==> src/rtl/slurm16_uart_tx.sv <==
// rtl/slurm16_uart_tx.sv - memory-mapped 8N1 UART transmitter with TX FIFO
// Optional TX-ready interrupt output enabled by defining SLURM16_UART_TX_IRQ_EN.
module slurm16_uart_tx #(
    parameter int CLOCK_FREQ = 6000000,
    parameter int BAUD_RATE  = 115200,
    parameter int FIFO_DEPTH = 8
) (
    input  logic        CLK,
    input  logic        RSTb,
    input  logic        ADDRESS,
    input  logic [15:0] DATA_IN,
    input  logic        WR,
    input  logic        RD,
    output logic [15:0] DATA_OUT,
    output logic        UART_TX
`ifdef SLURM16_UART_TX_IRQ_EN
    ,
    output logic        IRQ
`endif
);

    localparam int DIV = CLOCK_FREQ / BAUD_RATE;
    localparam int BW  = (DIV > 1) ? $clog2(DIV) : 1;
    localparam int PW  = $clog2(FIFO_DEPTH);
    localparam int CW  = PW + 1;
    localparam logic [BW-1:0] DIV_LAST = BW'(DIV - 1);
    localparam logic [CW-1:0] DEPTH_C  = CW'(FIFO_DEPTH);

    typedef enum logic [1:0] {
        S_IDLE,
        S_START,
        S_DATA,
        S_STOP
    } state_t;

    state_t          r_state;
    logic [BW-1:0]   r_baud;
    logic [2:0]      r_bit;
    logic [7:0]      r_shift;
    logic            r_tx;
    logic [7:0]      r_mem [FIFO_DEPTH];
    logic [PW-1:0]   r_wr_ptr;
    logic [PW-1:0]   r_rd_ptr;
    logic [CW-1:0]   r_count;
    logic            r_ovf;
    logic [15:0]     r_dout;

    logic            w_tick;
    logic            w_empty;
    logic            w_full;
    logic            w_pop;
    logic            w_wr_tx;
    logic            w_push;
    logic            w_drop;
    logic            w_rd_stat;
    logic [3:0]      w_cnt4;
    logic [15:0]     w_status;
    logic            w_unused_hi;

    assign w_tick      = (r_baud == DIV_LAST);
    assign w_empty     = (r_count == '0);
    assign w_full      = (r_count == DEPTH_C);
    assign w_pop       = !w_empty && ((r_state == S_IDLE) || ((r_state == S_STOP) && w_tick));
    assign w_wr_tx     = WR && !ADDRESS;
    // A write into a full FIFO still lands if the transmitter frees a slot this cycle
    assign w_push      = w_wr_tx && (!w_full || w_pop);
    assign w_drop      = w_wr_tx && w_full && !w_pop;
    assign w_rd_stat   = RD && ADDRESS;
    assign w_cnt4      = 4'(r_count);
    assign w_status    = {8'h00, w_cnt4, r_ovf, (r_state != S_IDLE), w_full, w_empty};
    assign w_unused_hi = ^DATA_IN[15:8];

    assign DATA_OUT = r_dout;
    assign UART_TX  = r_tx;

    always_ff @(posedge CLK) begin
        if (w_push) begin
            r_mem[r_wr_ptr] <= DATA_IN[7:0];
        end
    end

    always_ff @(posedge CLK or negedge RSTb) begin
        if (!RSTb) begin
            r_wr_ptr <= '0;
            r_rd_ptr <= '0;
            r_count  <= '0;
            r_ovf    <= 1'b0;
            r_dout   <= 16'h0000;
        end else begin
            if (w_push) begin
                r_wr_ptr <= r_wr_ptr + PW'(1);
            end
            if (w_pop) begin
                r_rd_ptr <= r_rd_ptr + PW'(1);
            end
            case ({w_push, w_pop})
                2'b10:   r_count <= r_count + CW'(1);
                2'b01:   r_count <= r_count - CW'(1);
                default: r_count <= r_count;
            endcase
            if (w_drop) begin
                r_ovf <= 1'b1;
            end else if (w_rd_stat) begin
                r_ovf <= 1'b0;
            end
            if (RD) begin
                r_dout <= ADDRESS ? w_status : 16'h0000;
            end
        end
    end

    // Line flop follows the state one cycle later, keeping every bit exactly DIV cycles
    always_ff @(posedge CLK or negedge RSTb) begin
        if (!RSTb) begin
            r_state <= S_IDLE;
            r_baud  <= '0;
            r_bit   <= 3'd0;
            r_shift <= 8'h00;
            r_tx    <= 1'b1;
        end else begin
            case (r_state)
                S_START: r_tx <= 1'b0;
                S_DATA:  r_tx <= r_shift[0];
                default: r_tx <= 1'b1;
            endcase
            case (r_state)
                S_IDLE: begin
                    r_baud <= '0;
                    if (w_pop) begin
                        r_shift <= r_mem[r_rd_ptr];
                        r_state <= S_START;
                    end
                end
                S_START: begin
                    if (w_tick) begin
                        r_baud  <= '0;
                        r_bit   <= 3'd0;
                        r_state <= S_DATA;
                    end else begin
                        r_baud <= r_baud + BW'(1);
                    end
                end
                S_DATA: begin
                    if (w_tick) begin
                        r_baud  <= '0;
                        r_shift <= {1'b0, r_shift[7:1]};
                        r_bit   <= r_bit + 3'd1;
                        if (r_bit == 3'd7) begin
                            r_state <= S_STOP;
                        end
                    end else begin
                        r_baud <= r_baud + BW'(1);
                    end
                end
                S_STOP: begin
                    if (w_tick) begin
                        r_baud <= '0;
                        if (w_pop) begin
                            r_shift <= r_mem[r_rd_ptr];
                            r_state <= S_START;
                        end else begin
                            r_state <= S_IDLE;
                        end
                    end else begin
                        r_baud <= r_baud + BW'(1);
                    end
                end
                default: r_state <= S_IDLE;
            endcase
        end
    end

`ifdef SLURM16_UART_TX_IRQ_EN
    logic r_irq;

    always_ff @(posedge CLK or negedge RSTb) begin
        if (!RSTb) begin
            r_irq <= 1'b0;
        end else begin
            r_irq <= w_pop && (r_count == CW'(1)) && !w_push;
        end
    end

    assign IRQ = r_irq;
`endif

endmodule

==> config.mk <==
export PLATFORM = sky130hd
export DESIGN_NAME = slurm16_uart_tx
export DESIGN_NICKNAME = d
export VERILOG_FILES = /design/src/rtl/slurm16_uart_tx.sv
export SDC_FILE = /design/constraint.sdc
export NUM_CORES = 1
export LEC_CHECK = 0
export ABC_AREA = 1
export ABC_CLOCK_PERIOD_IN_PS = 3800
export CAP_MARGIN = 5
export CORE_ASPECT_RATIO = 1.25
export CORE_MARGIN = 1.5
export CORE_UTILIZATION = 30
export CTS_CLUSTER_DIAMETER = 40
export DETAILED_ROUTE_END_ITERATION = 8
export GPL_ROUTABILITY_DRIVEN = 0
export SYNTH_ARGS = -nofsm -noshare
export SYNTH_HDL_FRONTEND = slang
export SYNTH_SLANG_ARGS = --single-unit
export TNS_END_PERCENT = 50
==> constraint.sdc <==
create_clock -name CLK -period 3.8 [get_ports CLK]
set_clock_uncertainty 0.1 [all_clocks]
set_input_delay 1.14 -clock CLK [delete_from_list [all_inputs] [get_ports CLK]]
set_output_delay 1.14 -clock CLK [all_outputs]
set_load 0.02 [all_outputs]
==> impl_metrics.csv, run 1 <==
group,metric,value,unit
power_and_ir_drop,p_switching,0.699,mW
sta,setup_tns,0,ns
placed_design,post-dp-hpwl,6030,um
hold_path,whs_path_depth,1,
critical_path,crit_buf_inv,1,
critical_path,critPathTopFamily,"buffers and inverters",
critical_path,ff2ff_path_depth,9,
synth,syn_area_per_cell,11.2,sq um
critical_path,worstPathRequired,2.56,ns
floorplan,initial_core_util,0.308,
sta,slew_violations,0,
critical_path,cp.arrival,1.44,ns
synth,syn_inst,411,
critical_path,crit_type,"flip-flop to primary output",
power_and_ir_drop,powerDensity,487,nW/um^2
clock_tree,clkTransAtPathRegs,0.06,ns
floorplan,die_h,141,um
sta,timing.final.crit_share,0.705,
clock_tree,post-cts-setup-buffers,0,
routing,drt_iter0_markers,143,
synth,syn_area,4600,sq um
sta,fmax,373,MHz
critical_path,cpMaxStageDelayCell,"clkdlybuf4s50_1",
layout,drive_above_1_share,0.131,
critical_path,r2r-start,"r_state[0]",
critical_path,worst-path-max-fanout,1,
layout,diodes,0,
floorplan,die_x,114,um
clock_tree,htreeDepth,3,
job,maxCapViolations,0,
global_route,grt_max_degree,40,
outcome,status,"finished, final reports clean",
power_and_ir_drop,intPower,1.87,mW
routing,dr_total_vias,3063,
power_and_ir_drop,finalPower,2.57,mW
clock_tree,clk_latency,0.34,ns
routing,ant_nets,0,
floorplan,io-pin-count,38,
global_route,antenna_found_initial,0,
power_and_ir_drop,p_clk_frac,0.327,
synth,seq_area_frac_synth,0.630,
floorplan,rows,50,
critical_path,r2r_end,"r_mem[2][0]",
power_and_ir_drop,leakage,2.06,nW
clock_tree,clock_sinks,103,
routing,wl_per_cell,14.8,um
synth,ys_seq_elements,103,
power_and_ir_drop,irDropWorstVdd,0.000226,V
power_and_ir_drop,seqPwrFrac,0.525,
synth,yosysWarnings,0,
critical_path,rrSetupSlack,1.23,ns
sta,period_needed,2.68,ns
critical_path,critPathLaunch,"UART_TX",
clock_tree,hold_buffers,0,
clock_tree,numCtsBuffers,9,
clock_tree,cts_resized,0,
sta,worstMarginPinSlew,1.02,ns
sta,finalHoldViolations,0,
sta,slew_headroom,0.318,
routing,routed_via_density,4.91,
routing,totalWireLength,9210,um
hold_path,hp-class,"flip-flop to flip-flop",
layout,final_nets,471,
placed_design,port_buffers,21,
sta,rsz0062_at_grt,"no",
synth,ys_types,44,
critical_path,cp_cell_sequence,"clkdlybuf4s50_1",
clock_tree,cts_root_buffer,"clkbuf_16",
critical_path,cp_slowest_stage_delay,0.59,ns
power_and_ir_drop,netSwitchingFraction,0.272,
global_route,grt_pass1_wl,15200,um
global_route,grtUsageTotal,0.123,
floorplan,core_area,15000,sq um
routing,drc,0,
routing,dr.pass1.iters,4,
clock_tree,cts_tree,"done",
critical_path,start_kind,"flip-flop",
global_route,grt_pass1_vias,3033,
critical_path,cp-end-kind,"primary output",
layout,syn_to_final_growth,14.8,%
sta,setup_viol,0,
critical_path,path_depth,1,
clock_tree,cts.path.max_buffers,2,
critical_path,endpoint,"UART_TX",
global_route,overflow,0,
floorplan,dieArea,16100,sq um
power_and_ir_drop,p_comb_frac,0.148,
placed cells by master (no fill, tap or decap), types with 2 or more instances in the layout:
| cell type | count |
|---|---|
| nand3_1 | 16 |
| o211ai_1 | 7 |
| clkbuf_16 | 9 |
| dfrtp_1 | 38 |
| edfxtp_1 | 64 |
| clkinv_2 | 3 |
| inv_2 | 3 |
| ha_1 | 12 |
| o21ai_1 | 3 |
| inv_6 | 2 |
| nand2_2 | 4 |
| nor2_2 | 6 |
| o22ai_1 | 22 |
| o21ai_0 | 37 |
| a21oi_1 | 3 |
| conb_1 | 8 |
| xor2_1 | 5 |
| nor2_1 | 44 |
| nand4_1 | 2 |
| nand3_4 | 2 |
| clkdlybuf4s50_1 | 20 |
| nand2_1 | 63 |
| nor2_4 | 2 |
| buf_4 | 7 |
| nand2_4 | 6 |
| o221ai_1 | 2 |
| inv_1 | 30 |
layer usage:
| layer | vias to the layer above | wire length (um) | global-route usage |
|---|---|---|---|
| li1 | 1466 | - | - |
| met1 | 1508 | 4000 | 0.152 |
| met2 | 72 | 4600 | 0.207 |
| met3 | 17 | 361 | 0.0171 |
| met4 | 0 | 248 | 0.0645 |
| met5 | - | 0 | 0 |
metrics by stage:
| stage | hold WS, ns | utilization | instances | setup WS (ns) | instance area [sq um] |
|---|---|---|---|---|---|
| 3_3_place_gp | 0.348 | 0.335 | 609 | 0.753 | 5010 |
| 5_1_grt | 0.396 | 0.353 | 624 | 1.04 | 5280 |
| 3_5_place_dp | 0.369 | 0.335 | 609 | 0.731 | 5010 |
| 2_1_floorplan | 0.333 | - | 418 | 1.44 | 4620 |
| 4_1_cts | 0.376 | 0.353 | 624 | 1.10 | 5280 |
| 6_report | 0.368 | 0.353 | 624 | 1.12 | 5280 |
how the worst min path moves through the flow:
stage,from,end
2_1_floorplan,r_baud[0],r_baud[0]
3_3_place_gp,r_baud[0],r_baud[0]
3_5_place_dp,r_baud[0],r_baud[0]
4_1_cts,r_baud[0],r_baud[0]
5_1_grt,r_baud[0],r_baud[0]
6_report,r_baud[0],r_baud[0]
logic make-up after synthesis:
family          share of synthesized area
fa+ha+maj                          0.0327
buf+inv                            0.0522
compound gates                      0.108
flops                               0.630
other cells                      0.000816
xor+xnor                           0.0150
simple gates                        0.161
cell type report:
type	instances	area (sq um)
timing repair buffer	28	258
clock inverter	6	43.8
multi-input combinational	260	1490
sequential	103	2900
fill	1436	9670
tap	182	228
clock buffer	9	225
inverter	36	139
cell usage after synthesis (all sizes together):
cell / instances / area share
dfstp: 1 / 0.0057
a311oi: 1 / 0.0019
nor3: 1 / 0.0011
nor3b: 1 / 0.0016
o22ai: 23 / 0.033
nand3: 19 / 0.027
nand4: 3 / 0.0054
inv: 34 / 0.028
dfrtp: 38 / 0.21
nand2: 73 / 0.072
ha: 12 / 0.033
nor2: 52 / 0.049
and3: 1 / 0.0016
o21bai: 1 / 0.0024
nor4: 1 / 0.0014
clkbuf: 11 / 0.0090
a21oi: 4 / 0.0068
o211ai: 7 / 0.011
conb: 1 / 0.00082
edfxtp: 64 / 0.42
o221ai: 2 / 0.0038
xor2: 6 / 0.013
o21ai: 41 / 0.045
o31ai: 1 / 0.0016
or2: 1 / 0.0019
xnor2: 1 / 0.0019
buf: 8 / 0.013
clkinv: 2 / 0.0019
o2111ai: 1 / 0.0019
registers in the layout, summed over array words and instances (netlist names):
signal and cells:
r_mem 64, DATA_OUT 8, r_shift 8, r_baud 6, r_count 4, r_bit 3
r_rd_ptr 3, r_wr_ptr 3, r_state 2, UART_TX 1, r_ovf 1
power by group through the flow:
| stage | clock (mW) | sequential (mW) | combinational (mW) |
|---|---|---|---|
| 6_report | 0.840 | 1.35 | 0.380 |
| 5_1_grt | 0.904 | 1.36 | 0.427 |
| 4_1_cts | 0.857 | 1.35 | 0.386 |
| 3_5_place_dp | 0 | 1.37 | 0.384 |
| 3_3_place_gp | 0 | 1.37 | 0.374 |
| 2_1_floorplan | 0 | 1.38 | 0.245 |
Power figures use the tool's default switching activity.
==> run 2, diff against run 1 <==
--- a/config.mk
+++ b/config.mk
@@ -6,7 +6,7 @@
 export NUM_CORES = 1
 export LEC_CHECK = 0
 export ABC_AREA = 1
-export ABC_CLOCK_PERIOD_IN_PS = 3800
+export ABC_CLOCK_PERIOD_IN_PS = 2240
 export CAP_MARGIN = 5
 export CORE_ASPECT_RATIO = 1.25
 export CORE_MARGIN = 1.5
==> constraint.sdc (replaced) <==
create_clock -name CLK -period 2.24 [get_ports CLK]
set_clock_uncertainty 0.1 [all_clocks]
set_input_delay 0.672 -clock CLK [delete_from_list [all_inputs] [get_ports CLK]]
set_output_delay 0.672 -clock CLK [all_outputs]
set_load 0.02 [all_outputs]
==> run 2 against run 1 <==
  * Register-to-register slack got worse by 1.1 ns
  * Power increased by 77%
  * Sequential share of layout area decreased by 2.4 points
  * Combinational power increased by 84%
  * Die area unchanged
  * Non-clock buffer count increased by 19
  * Flip-flop and latch count unchanged
  * Hold slack got worse by 0.093 ns
  * Via count decreased by 0.78%
  * Largest power group unchanged
==> impl_metrics.csv, run 2 (same netlist as run 1, synthesis figures left out) <==
group,metric,value,unit
outcome,status,"finished, final reports clean",
critical_path,worstPathRequired,2.20,ns
sta,setup_viol,0,
hold_path,hp-class,"input port to asynchronous set/reset pin",
power_and_ir_drop,p_comb_frac,0.154,
routing,drt_iter0_markers,140,
routing,routed_via_density,4.72,
critical_path,start_kind,"flip-flop",
layout,n_fill_cell,1424,
routing,dr.pass1.iters,5,
floorplan,die_h,141,um
critical_path,cp_slowest_stage_delay,0.36,ns
sta,whs,0.275,ns
sta,worstMarginPinSlew,0.569,ns
power_and_ir_drop,intPower,3.33,mW
critical_path,cp-end-kind,"flip-flop",
power_and_ir_drop,leakage,2.19,nW
clock_tree,cts_tree,"done",
placed_design,post-dp-hpwl,6090,um
clock_tree,clkTransAtPathRegs,0.07,ns
floorplan,core_area,15000,sq um
clock_tree,numCtsBuffers,9,
clock_tree,htreeDepth,3,
routing,dr_wl_met2,4760,um
sta,timing.final.crit_share,0.946,
routing,met3_length,239,um
layout,syn_to_final_growth,20.0,%
clock_tree,clock_sinks,103,
critical_path,crit_type,"flip-flop to flip-flop",
sta,slew_violations,0,
clock_tree,cts_root_buffer,"clkbuf_16",
layout,final_nets,490,
floorplan,initial_core_util,0.308,
placed_design,port_buffers,21,
sta,slew_headroom,0.620,
layout,top_register,"r_mem",
floorplan,io-pin-count,38,
layout,finalNonFillerCells,644,
floorplan,die_x,114,um
sta,finalHoldViolations,0,
floorplan,dieArea,16100,sq um
power_and_ir_drop,finalPower,4.54,mW
routing,ant_nets,0,
critical_path,crit_top_cell,"nand2_4",
critical_path,worst-path-max-fanout,8,
routing,top_layer,"met4",
global_route,grt_max_degree,40,
critical_path,cpMaxStageDelayCell,"dfrtp_1",
power_and_ir_drop,netSwitchingFraction,0.266,
clock_tree,cts.path.max_buffers,2,
global_route,grt_pass1_vias,2985,
job,maxCapViolations,0,
power_and_ir_drop,p_switching,1.21,mW
clock_tree,clk_latency,0.34,ns
layout,diodes,0,
placed_design,place_inst,627,
sta,fmax,472,MHz
routing,drc,0,
power_and_ir_drop,seqPwrFrac,0.505,
critical_path,cp.arrival,2.08,ns
clock_tree,hold_buffers,0,
power_and_ir_drop,powerDensity,823,nW/um^2
floorplan,rows,50,
routing,totalWireLength,9110,um
global_route,antenna_found_initial,0,
layout,largest_register_ffs,64,
global_route,grtUsageTotal,0.122,
global_route,overflow,0,
critical_path,cp_cell_sequence,"ha_2 -> nand2_2 -> nor2_4 -> nand3_2 -> nand2_4 -> nand2_4 -> nand2_2 -> nand2_4 -> or2_4 -> nor2_2 -> buf_12",
routing,dr_total_vias,3039,
layout,drive_above_1_share,0.169,
sta,period_needed,2.12,ns
routing,m1WireLength,3880,um
sta,setup_tns,0,ns
global_route,grt_pass1_wl,15200,um
routing,wl_per_cell,14.2,um
power_and_ir_drop,irDropWorstVdd,0.000343,V
layout,final_common_cell,"edfxtp_1",
sta,rsz0062_at_grt,"no",
power_and_ir_drop,p_clk_frac,0.341,
layout,final_cell_mix,"edfxtp_1 (64), nand2_1 (63), nor2_1 (43), dfrtp_1 (38), o21ai_0 (37)",
run 2: cell count changes in the layout (fill, tap and decap cells not counted), moves of 2 or more:
cell      delta
clkinv_2     -2
buf_4       +14
clkinv_1     +2
buf_12       +5
run 2: metrics by stage:
step / util / instance area, sq um / setup slack [ns]
floorplan: - / 4620 / 0.0612
global placement: 0.348 / 5210 / -0.134
detailed placement: 0.348 / 5210 / -0.157
CTS: 0.368 / 5500 / 0.00350
global route: 0.369 / 5520 / 0.0229
finish: 0.369 / 5520 / 0.121
run 2: area by class of cell:
cell class                 count  area [sq um]  share of cell area
clock inverter                 7          71.3              0.0129
timing repair buffer          47           465              0.0844
clock buffer                   9           225              0.0408
tap                          182           228              0.0413
sequential                   103          2900               0.525
multi-input combinational    260          1490               0.270
inverter                      36           139              0.0252
run 2: repair_timing:
action                     4_1_cts  5_1_grt
setup endpoints to repair        0       49
gates resized for setup          0        3
setup buffers                    0        1
run 2: metal layers:
layer,up-vias,GRT usage
met5,-,0
met4,0,0.0592
met3,15,0.0175
met2,53,0.214
met1,1470,0.148
li1,1501,-
run 2: worst max-delay path: cells and delay by family, from the launching register on:
kind / cells / cell delay [ns]
fa+ha+maj: 1 / 0.22
buf+inv: 1 / 0.15
flops: 1 / 0.36
simple gates: 9 / 1.01
run 2: power by group through the flow:
stage / registers [mW] / logic, mW / clock network [mW]
floorplan: 2.34 / 0.416 / 0
global placement: 2.33 / 0.692 / 0
detailed placement: 2.33 / 0.702 / 0
CTS: 2.30 / 0.708 / 1.58
global route: 2.32 / 0.783 / 1.65
finish: 2.29 / 0.698 / 1.55
run 2: path summary, 6_finish.rpt:
path                                 start           to  slack [ns]  cells after the start
worst min-delay path                  RSTb    r_baud[5]        0.27                      2
worst max-delay path             r_baud[1]  r_mem[0][5]        0.12                     11
max in group asynchronous             RSTb      UART_TX        1.38                      2
min in group CLK                r_shift[2]   r_shift[2]        0.38                      2
worst min register to register  r_shift[2]   r_shift[2]        0.38                      2
worst max register to register   r_baud[1]  r_mem[0][5]        0.12                     11
==> run 3, diff against run 2 <==
--- a/config.mk
+++ b/config.mk
@@ -14,6 +14,7 @@
 export CTS_CLUSTER_DIAMETER = 40
 export DETAILED_ROUTE_END_ITERATION = 8
 export GPL_ROUTABILITY_DRIVEN = 0
+export RECOVER_POWER = 100
 export SYNTH_ARGS = -nofsm -noshare
 export SYNTH_HDL_FRONTEND = slang
 export SYNTH_SLANG_ARGS = --single-unit
==> run 3 against run 2 <==
  * Combinational power is 4.2% lower
  * Largest power group unchanged
  * Routed wire length is 0.60% lower
  * Hold slack better by 0.11 ns
  * Flip-flop and latch count stayed put
  * Utilization is 0.30 points lower
  * Global-route usage stayed put
  * Maximum frequency is 2.0% lower
  * Power is 0.61% lower
  * Critical endpoint is now DATA_OUT[1]
==> impl_metrics.csv, run 3 (same netlist as run 1, synthesis figures left out) <==
group,metric,value,unit
sta,finalHoldViolations,0,
layout,final_nets,490,
hold_path,hp-class,"flip-flop to flip-flop",
power_and_ir_drop,irDropWorstVdd,0.000342,V
layout,final_area,5470,sq um
floorplan,die_h,141,um
sta,fmax,462,MHz
hold_path,whs_endpoint,"r_shift[2]",
sta,timing.final.crit_share,0.966,
clock_tree,htreeDepth,3,
clock_tree,cts_tree,"done",
layout,top_register,"r_mem",
power_and_ir_drop,netSwitchingFraction,0.266,
power_and_ir_drop,seqPwrFrac,0.508,
global_route,grt_pass1_wl,15200,um
critical_path,cp_cell_sequence,"dlygate4sd3_1",
power_and_ir_drop,finalPower,4.51,mW
floorplan,dieArea,16100,sq um
clock_tree,cts.path.max_buffers,2,
job,maxCapViolations,0,
outcome,status,"finished, final reports clean",
floorplan,io-pin-count,38,
placed_design,post-dp-hpwl,6090,um
power_and_ir_drop,leakage,2.19,nW
floorplan,initial_core_util,0.308,
clock_tree,numCtsBuffers,9,
hold_path,hold_start,"r_shift[2]",
global_route,grtUsageTotal,0.122,
placed_design,port_buffers,21,
sta,rsz0062_at_grt,"no",
global_route,grt_max_degree,40,
sta,period_needed,2.16,ns
critical_path,r2r_end,"r_mem[0][7]",
critical_path,worstPathRequired,1.47,ns
power_and_ir_drop,p_clk_frac,0.344,
routing,dr_total_vias,3044,
critical_path,critPathTopFamily,"buffers and inverters",
layout,largest_register_ffs,64,
clock_tree,hold_buffers,0,
critical_path,cp.arrival,1.39,ns
power_and_ir_drop,powerDensity,825,nW/um^2
routing,ant_nets,0,
layout,drive_above_1_share,0.158,
critical_path,worst-path-max-fanout,2,
clock_tree,clk_latency,0.34,ns
placed_design,place_area,5210,sq um
routing,routed_via_density,4.73,
power_and_ir_drop,intPower,3.31,mW
clock_tree,clock_sinks,103,
layout,final_cell_mix,"nand2_1 (64), edfxtp_1 (64), nor2_1 (44), dfrtp_1 (38), o21ai_0 (38)",
critical_path,rrSetupSlack,0.12,ns
critical_path,path_depth,1,
global_route,grt_pass1_vias,2985,
routing,drt_iter0_markers,137,
routing,totalWireLength,9060,um
routing,drc,0,
floorplan,core_area,15000,sq um
sta,slew_violations,0,
sta,setup_viol,0,
critical_path,crit_buf_inv,1,
critical_path,cp-end-kind,"primary output",
floorplan,rows,50,
clock_tree,cts_root_buffer,"clkbuf_16",
power_and_ir_drop,p_comb_frac,0.148,
global_route,overflow,0,
placed_design,dp_slack,-0.157,ns
sta,whs,0.383,ns
layout,diodes,0,
layout,syn_to_final_growth,19.0,%
sta,finalWorstSetupSlack,0.0770,ns
sta,slew_headroom,0.335,
routing,dr.pass1.iters,4,
critical_path,r2r-start,"r_baud[1]",
global_route,antenna_found_initial,0,
floorplan,die_x,114,um
critical_path,cp_slowest_stage_delay,0.66,ns
critical_path,ff2ff_path_depth,11,
clock_tree,clkTransAtPathRegs,0.07,ns
routing,wl_per_cell,14.1,um
critical_path,crit_type,"flip-flop to primary output",
critical_path,start_kind,"flip-flop",
power_and_ir_drop,p_switching,1.20,mW
hold_path,whs_path_depth,2,
sta,worstMarginPinSlew,0.998,ns
critical_path,cpMaxStageDelayCell,"dlygate4sd3_1",
sta,setup_tns,0,ns
run 3: cell types whose count changed in the layout (fill, tap and decap cells not counted), moves of 2 or more:
cell | before | now
buf_4 | 21 | 14
dlygate4sd3_1 | 0 | 16
clkbuf_4 | 0 | 3
clkbuf_1 | 0 | 2
clkbuf_2 | 0 | 2
clkdlybuf4s50_1 | 19 | 3
run 3: cell type report:
type	instances	area [sq um]
tap	182	228
timing repair buffer	47	445
clock buffer	9	225
inverter	36	138
clock inverter	7	71.3
fill	1431	9480
multi-input combinational	260	1470
sequential	103	2900
run 3: timing repair:
action                     4_1_cts  5_1_grt
setup buffers                    0        1
setup endpoints to repair        0       49
resized for setup                0        3
run 3: through the flow:
stage | utilization | instances
floorplan | - | 418
global placement | 0.348 | 627
detailed placement | 0.348 | 627
CTS | 0.368 | 643
global route | 0.366 | 644
finish | 0.366 | 644
run 3: power groups by stage:
stage | registers [mW] | clock network (mW) | logic (mW)
floorplan | 2.34 | 0 | 0.416
detailed placement | 2.33 | 0 | 0.702
global route | 2.32 | 1.65 | 0.755
finish | 2.29 | 1.55 | 0.669
CTS | 2.30 | 1.58 | 0.708
global placement | 2.33 | 0 | 0.692
run 3: worst max-delay path by stage:
stage	start	to
final	DATA_OUT[1]	DATA_OUT[1]
after global routing	r_baud[1]	r_mem[0][5]
after CTS	UART_TX	UART_TX
after detailed placement	ADDRESS	r_count[2]
after global placement	WR	r_count[2]
after floorplan	r_state[0]	r_mem[5][0]
run 3: layer usage:
layer  vias up  share of wire  track usage
met4         0          0.026       0.0592
met3        17          0.021       0.0175
li1       1503              -            -
met1      1478           0.44        0.148
met5         -              0            0
met2        46           0.52        0.214
